$ cat config.mk
export PLATFORM = sky130hd
export DESIGN_NAME = pipeline_debug_ctrl
export DESIGN_NICKNAME = d
export VERILOG_FILES = /design/src/rtl/pipeline_debug_ctrl.sv
export SDC_FILE = /design/constraint.sdc
export NUM_CORES = 1
export LEC_CHECK = 0
export CAP_MARGIN = 20
export CORE_ASPECT_RATIO = 1.75
export CORE_MARGIN = 10
export CORE_UTILIZATION = 40
export CTS_CLUSTER_SIZE = 25
export DETAILED_ROUTE_END_ITERATION = 10
export PLACE_DENSITY = 0.79
export SYNTH_ARGS = -nofsm -noshare
export SYNTH_HDL_FRONTEND = slang
export SYNTH_SLANG_ARGS = --single-unit
$ cat constraint.sdc
create_clock -name i_clk -period 3 [get_ports i_clk]
set_clock_uncertainty 0.2 [all_clocks]
set_input_delay 0.6 -clock i_clk [delete_from_list [all_inputs] [get_ports i_clk]]
set_output_delay 0.6 -clock i_clk [all_outputs]
set_load 0.02 [all_outputs]
$ cat src/rtl/pipeline_debug_ctrl.sv
// pipeline_debug_ctrl: run/step/halt sequencing and register dump
// for the five-stage pipeline.
//
// Ports:
//   i_clk, i_reset (async, active-low)
//   i_cmd_valid/i_cmd/o_cmd_ready : host command channel
//   i_halt                        : halt seen in decode
//   o_pipe_en                     : PC / pipe-reg / RF-write enable
//   o_dbg_sel/o_dbg_reg_addr      : RF read port 1 takeover
//   i_reg_data                    : RF read port 1 data
//   o_dump_*/i_dump_ready         : register dump stream
//   o_done                        : STEP/DUMP completion pulse
//   o_cycle_count, o_state        : status
module pipeline_debug_ctrl #(
  parameter int N_BITS     = 32,
  parameter int N_REG_BITS = 5,
  parameter int N_REGS     = 32
) (
  input  logic                  i_clk,
  input  logic                  i_reset,
  input  logic                  i_cmd_valid,
  input  logic [1:0]            i_cmd,
  output logic                  o_cmd_ready,
  input  logic                  i_halt,
  output logic                  o_pipe_en,
  output logic                  o_dbg_sel,
  output logic [N_REG_BITS-1:0] o_dbg_reg_addr,
  input  logic [N_BITS-1:0]     i_reg_data,
  output logic                  o_dump_valid,
  output logic [N_REG_BITS-1:0] o_dump_addr,
  output logic [N_BITS-1:0]     o_dump_data,
  input  logic                  i_dump_ready,
  output logic                  o_done,
  output logic [N_BITS-1:0]     o_cycle_count,
  output logic [2:0]            o_state
);

  typedef enum logic [2:0] {
    S_IDLE = 3'd0,
    S_RUN  = 3'd1,
    S_STEP = 3'd2,
    S_DUMP = 3'd3,
    S_HALT = 3'd4
  } state_t;

  localparam logic [1:0] C_RUN  = 2'b00;
  localparam logic [1:0] C_STEP = 2'b01;
  localparam logic [1:0] C_DUMP = 2'b10;
  localparam logic [1:0] C_STOP = 2'b11;

  localparam logic [N_REG_BITS-1:0] LAST =
    N_REG_BITS'(N_REGS - 1);

  state_t                state_q;
  logic                  ret_halt_q;
  logic [N_REG_BITS-1:0] addr_q;
  logic [N_BITS-1:0]     cnt_q;
  logic                  done_q;

  logic acc;
  logic stop_acc;
  logic hs;

  always_comb begin
    o_cmd_ready = 1'b0;
    unique case (state_q)
      S_IDLE, S_RUN, S_HALT: o_cmd_ready = 1'b1;
      default:               o_cmd_ready = 1'b0;
    endcase
  end

  assign acc      = i_cmd_valid & o_cmd_ready;
  assign stop_acc = acc & (i_cmd == C_STOP);

  always_comb begin
    o_pipe_en = 1'b0;
    unique case (state_q)
      S_RUN:   o_pipe_en = ~i_halt & ~stop_acc;
      S_STEP:  o_pipe_en = ~i_halt;
      default: o_pipe_en = 1'b0;
    endcase
  end

  assign o_dbg_sel      = (state_q == S_DUMP);
  assign o_dbg_reg_addr = addr_q;
  assign o_dump_valid   = o_dbg_sel;
  assign o_dump_addr    = addr_q;
  assign o_dump_data    = i_reg_data;
  assign hs             = o_dump_valid & i_dump_ready;

  assign o_done        = done_q;
  assign o_cycle_count = cnt_q;
  assign o_state       = state_q;

  always_ff @(posedge i_clk or negedge i_reset) begin
    if (!i_reset) begin
      state_q    <= S_IDLE;
      ret_halt_q <= 1'b0;
      addr_q     <= '0;
      done_q     <= 1'b0;
    end else begin
      done_q <= 1'b0;
      unique case (state_q)
        S_IDLE: begin
          if (acc) begin
            unique case (i_cmd)
              C_RUN:  state_q <= S_RUN;
              C_STEP: state_q <= S_STEP;
              C_DUMP: begin
                state_q    <= S_DUMP;
                ret_halt_q <= 1'b0;
              end
              default: state_q <= S_IDLE;
            endcase
          end
        end
        S_RUN: begin
          // halt wins over a same-cycle STOP
          if (i_halt)        state_q <= S_HALT;
          else if (stop_acc) state_q <= S_IDLE;
        end
        S_STEP: begin
          done_q  <= 1'b1;
          state_q <= i_halt ? S_HALT : S_IDLE;
        end
        S_DUMP: begin
          if (hs) begin
            if (addr_q == LAST) begin
              addr_q  <= '0;
              done_q  <= 1'b1;
              state_q <= ret_halt_q ? S_HALT : S_IDLE;
            end else begin
              addr_q <= addr_q + 1'b1;
            end
          end
        end
        S_HALT: begin
          if (acc && i_cmd == C_DUMP) begin
            state_q    <= S_DUMP;
            ret_halt_q <= 1'b1;
          end
        end
        default: state_q <= S_IDLE;
      endcase
    end
  end

  // saturating count of advancing cycles
  always_ff @(posedge i_clk or negedge i_reset) begin
    if (!i_reset) begin
      cnt_q <= '0;
    end else if (o_pipe_en && cnt_q != '1) begin
      cnt_q <= cnt_q + 1'b1;
    end
  end

endmodule

==> impl_table.tex <==
\begin{tabular}{lr}
\hline
Metric & Value \\
\hline
\multicolumn{2}{l}{\textbf{Status}} \\
Outcome & finished, final reports clean \\
\multicolumn{2}{l}{\textbf{Place}} \\
Routability congestion estimate from global placement & slightly above 0.8 \\
Port bufs & 56 \\
Estimated wirelength of the detail-placed design & about 4.4 mm \\
Worst slack at placement & -0.240 ns \\
Placed Instance Area & approximately 2900 um2 \\
\multicolumn{2}{l}{\textbf{Logic synthesis}} \\
Post-synth ARST share & 1.00 \\
Flip-flop cell with the highest count after synthesis & sky130\_fd\_sc\_hd\_\_dfrtp\_1 \\
Number of nets in the synthesized netlist & 300 \\
Cell Area, Synth & 2530 um2 \\
Total number of yosys warnings & 0 \\
Sequential element share of the synthesized area & 0.415 \\
EDFF count, synth & 0 \\
Count of different cell masters after synthesis & between 40 and 50 \\
Average cell area after synthesis & between 9 and 10 um2 \\
Number of cells produced by synthesis & approximately 250 \\
\#FFs+latches synth & 42 \\
\multicolumn{2}{l}{\textbf{Critical path}} \\
Largest delay share family, worst path & buffers and inverters \\
Buf+Inv Stages, Crit Path & 3 \\
Worst endpoint required time & $\sim$2.2 ns \\
Arrival time at the worst endpoint & about 2.0 ns \\
Critical path's slowest cell & sky130\_fd\_sc\_hd\_\_clkdlybuf4s50\_1 \\
Maximum fanout along the worst path & 3 \\
Critical path cell sequence & clkdlybuf4s50\_1, ha\_1, nand2\_1, a21oi\_1, or2\_2, clkinv\_1, clkbuf\_2 \\
CP Capture Type & output port \\
WS Path Type & input port to output port \\
Slowest stage delay, CP & around 0.45 ns \\
Crit start category & input port \\
R2R setup slack & between 0.3 and 0.4 ns \\
\multicolumn{2}{l}{\textbf{Detailed routing}} \\
Wire length per cell & 15.6 um \\
Vias & 1994 \\
Initial drt markers & between 80 and 90 \\
Remaining antenna violation count & 0 \\
Overall routed net length & around 5.7 mm \\
DRT Pass-1 Iters & 4 \\
Post-detailed-route DRC marker count & 0 \\
Via density per instance & around 5.5 \\
\multicolumn{2}{l}{\textbf{GRT}} \\
Number of global-route vias before repair & 1998 \\
Aggregate global-route resource usage & 0.114 \\
Largest net degree at the start of global routing & 43 \\
Total global routing overflow & 0 \\
First-pass GRT wire length & between 9 and 10 mm \\
Antenna violations before repair & 0 \\
\multicolumn{2}{l}{\textbf{Floorplanning}} \\
Area of the core & $\sim$6000 um2 \\
Starting density of the core & 0.409 \\
Die outline area & between 10000 and 15000 um2 \\
Row cnt & 38 \\
Die Span X & 80.1 um \\
Die outline height & 125 um \\
I/O pin count & approximately 120 \\
\multicolumn{2}{l}{\textbf{Clocking}} \\
Count of hold buffers inserted by post-cts repair & 0 \\
Worst skew pair latency & 0.29 ns \\
Number of CTS-inserted buffers & 5 \\
Number of buffers on the longest clock path & 2 \\
H-tree levels & 2 \\
Clock Root Buffer & sky130\_fd\_sc\_hd\_\_clkbuf\_8 \\
Clock-pin slew on the worst setup and hold paths & around 0.08 ns \\
Clock tree from TritonCTS & built \\
Number of sinks driven by the clock tree & 42 \\
\multicolumn{2}{l}{\textbf{Timing}} \\
Final clock period utilization by the worst path & 0.933 \\
Number of setup violations in the final report & 0 \\
Minimum clock period after layout & roughly 2.8 ns \\
Final setup margin & 0.202 ns \\
Max Clock Freq & around 0.36 GHz \\
Number of pins exceeding their max-slew limit in the final report & 0 \\
Tightest slew margin relative to the limit & 0.383 \\
Final number of hold-violating endpoints & 0 \\
Actual slew at the worst max-slew pin & between 0.9 and 1 ns \\
Setup repair after global routing missed its margin & false \\
\multicolumn{2}{l}{\textbf{Final layout}} \\
Share of final-layout standard cells stronger than drive strength 1 & 0.126 \\
P\&R area growth vs syn & 21.8\% \\
Util after Layout & 0.499 \\
\# nets final & 330 \\
Diode insertion count for antenna repair & 0 \\
Area occupied by multi-input gates & about 1200 um2 \\
Finished layout cell area & slightly above 3000 um2 \\
Register area & 1050 um2 \\
Layout fillers & approximately 600 \\
\multicolumn{2}{l}{\textbf{Job}} \\
Max capacitance violation total & 0 \\
\multicolumn{2}{l}{\textbf{Power and ir drop}} \\
Overall power consumption & about 1.9 mW \\
Power Density & roughly 630 nW/um2 \\
Peak supply drop & between 500 and 600 uV \\
Static power due to leakage & between 1 and 1.5 nW \\
\multicolumn{2}{l}{\textbf{Min path}} \\
Min-Delay Path Class & input port to async pin \\
\hline
\end{tabular}
path summary, 6_finish.rpt:
path,startpoint,endpoint,cells after the start
max,i_cmd[0],o_pipe_en,7
min,i_reset,o_state[1],1
max reg2reg,o_cycle_count[0],o_cycle_count[1],6
min reg2reg,o_cycle_count[25],o_cycle_count[25],1
max in group asynchronous,i_reset,o_cycle_count[22],1
min in group i_clk,o_cycle_count[25],o_cycle_count[25],1
stage by stage:
stage	hold WS, ns	cells	setup TNS [ns]
floorplan	0.104	254	0
global placement	0.287	357	-0.225
detailed placement	0.299	357	-0.240
CTS	0.278	365	0
global route	0.314	365	0
finish	0.234	365	0
cell usage after synthesis, types with 2 or more instances:
library cell,instances,area [um2]
sky130_fd_sc_hd__a31oi_1,3,18.8
sky130_fd_sc_hd__and3_2,4,30.0
sky130_fd_sc_hd__or3_1,2,12.5
sky130_fd_sc_hd__nand4_1,19,119
sky130_fd_sc_hd__dfrtp_1,42,1050
sky130_fd_sc_hd__nand3_1,18,90.1
sky130_fd_sc_hd__nand3b_1,3,22.5
sky130_fd_sc_hd__or2_2,2,12.5
sky130_fd_sc_hd__clkbuf_1,2,7.51
sky130_fd_sc_hd__mux2_2,5,56.3
sky130_fd_sc_hd__and3_1,8,50.1
sky130_fd_sc_hd__nor2_1,11,41.3
sky130_fd_sc_hd__ha_1,7,87.6
sky130_fd_sc_hd__buf_4,38,285
sky130_fd_sc_hd__inv_1,3,11.3
sky130_fd_sc_hd__a21oi_1,4,20.0
sky130_fd_sc_hd__nor3_1,3,15.0
sky130_fd_sc_hd__o21ai_0,7,35.0
sky130_fd_sc_hd__xnor2_1,25,219
sky130_fd_sc_hd__xor2_1,3,26.3
sky130_fd_sc_hd__nand2_1,14,52.6
sky130_fd_sc_hd__nor2b_1,4,25.0
sky130_fd_sc_hd__nand2b_1,2,12.5
sky130_fd_sc_hd__nor4_1,3,18.8
flip-flops by register name, summed over array words and instances, names as in the netlist:
register and cells:
o_done 1, o_dbg_reg_addr 5, ret_halt_q 1, o_cycle_count 32, o_state 3
power breakdown:
part           switching (mW)  internal [mW]
Sequential              0.110          0.641
Clock                   0.196          0.355
Combinational           0.323          0.323
Total                   0.628           1.32
logic make-up (layout without fill, tap and decap cells):
kind of cell,after synthesis,after routing,share of synthesized area
simple gates,103,103,0.240
buf+inv,46,77,0.128
flops,42,42,0.415
xor+xnor,28,28,0.0969
compound gates,21,21,0.0524
fa+ha+maj,7,7,0.0346
mux,7,7,0.0321
layer usage:
| metal | wire (um) | up-vias | GRT usage |
|---|---|---|---|
| met5 | 0 | - | 0 |
| met4 | 148 | 0 | 0.0646 |
| met3 | 434 | 26 | 0.0316 |
| met2 | 3150 | 55 | 0.210 |
| met1 | 1970 | 988 | 0.107 |
| li1 | - | 925 | - |
cell usage in the layout, fill, tap and decap left out, types with 3 or more instances in the layout:
cell                              count
sky130_fd_sc_hd__xor2_1               3
sky130_fd_sc_hd__inv_1                3
sky130_fd_sc_hd__ha_1                 7
sky130_fd_sc_hd__nor3_1               3
sky130_fd_sc_hd__clkbuf_8             6
sky130_fd_sc_hd__and3_2               4
sky130_fd_sc_hd__clkdlybuf4s50_1     54
sky130_fd_sc_hd__a21oi_1              4
sky130_fd_sc_hd__nand3b_1             3
sky130_fd_sc_hd__nor4_1               3
sky130_fd_sc_hd__mux2_2               5
sky130_fd_sc_hd__nor2b_1              4
sky130_fd_sc_hd__xnor2_1             25
sky130_fd_sc_hd__o21ai_0              7
sky130_fd_sc_hd__dfrtp_1             42
sky130_fd_sc_hd__nand4_1             19
sky130_fd_sc_hd__nand3_1             18
sky130_fd_sc_hd__buf_4                9
sky130_fd_sc_hd__nor2_1              11
sky130_fd_sc_hd__and3_1               8
sky130_fd_sc_hd__nand2_1             14
sky130_fd_sc_hd__a31oi_1              3
cell type report:
class,count,share of cell area
clock buffers,6,0.0268
inverters,4,0.00487
flip-flops and latches,42,0.341
well taps,80,0.0325
multi-input cells,166,0.375
repair buffers,65,0.201
clock inverters,2,0.0195
repair_timing:
| item | 4_1_cts | 5_1_grt |
|---|---|---|
| resized for setup | 1 | 2 |
| setup endpoints to repair | 1 | 1 |
| buffers inserted | 0 | 0 |
| hold endpoints to repair | 0 | 0 |
Note: power is estimated with default switching activity, not from simulation.
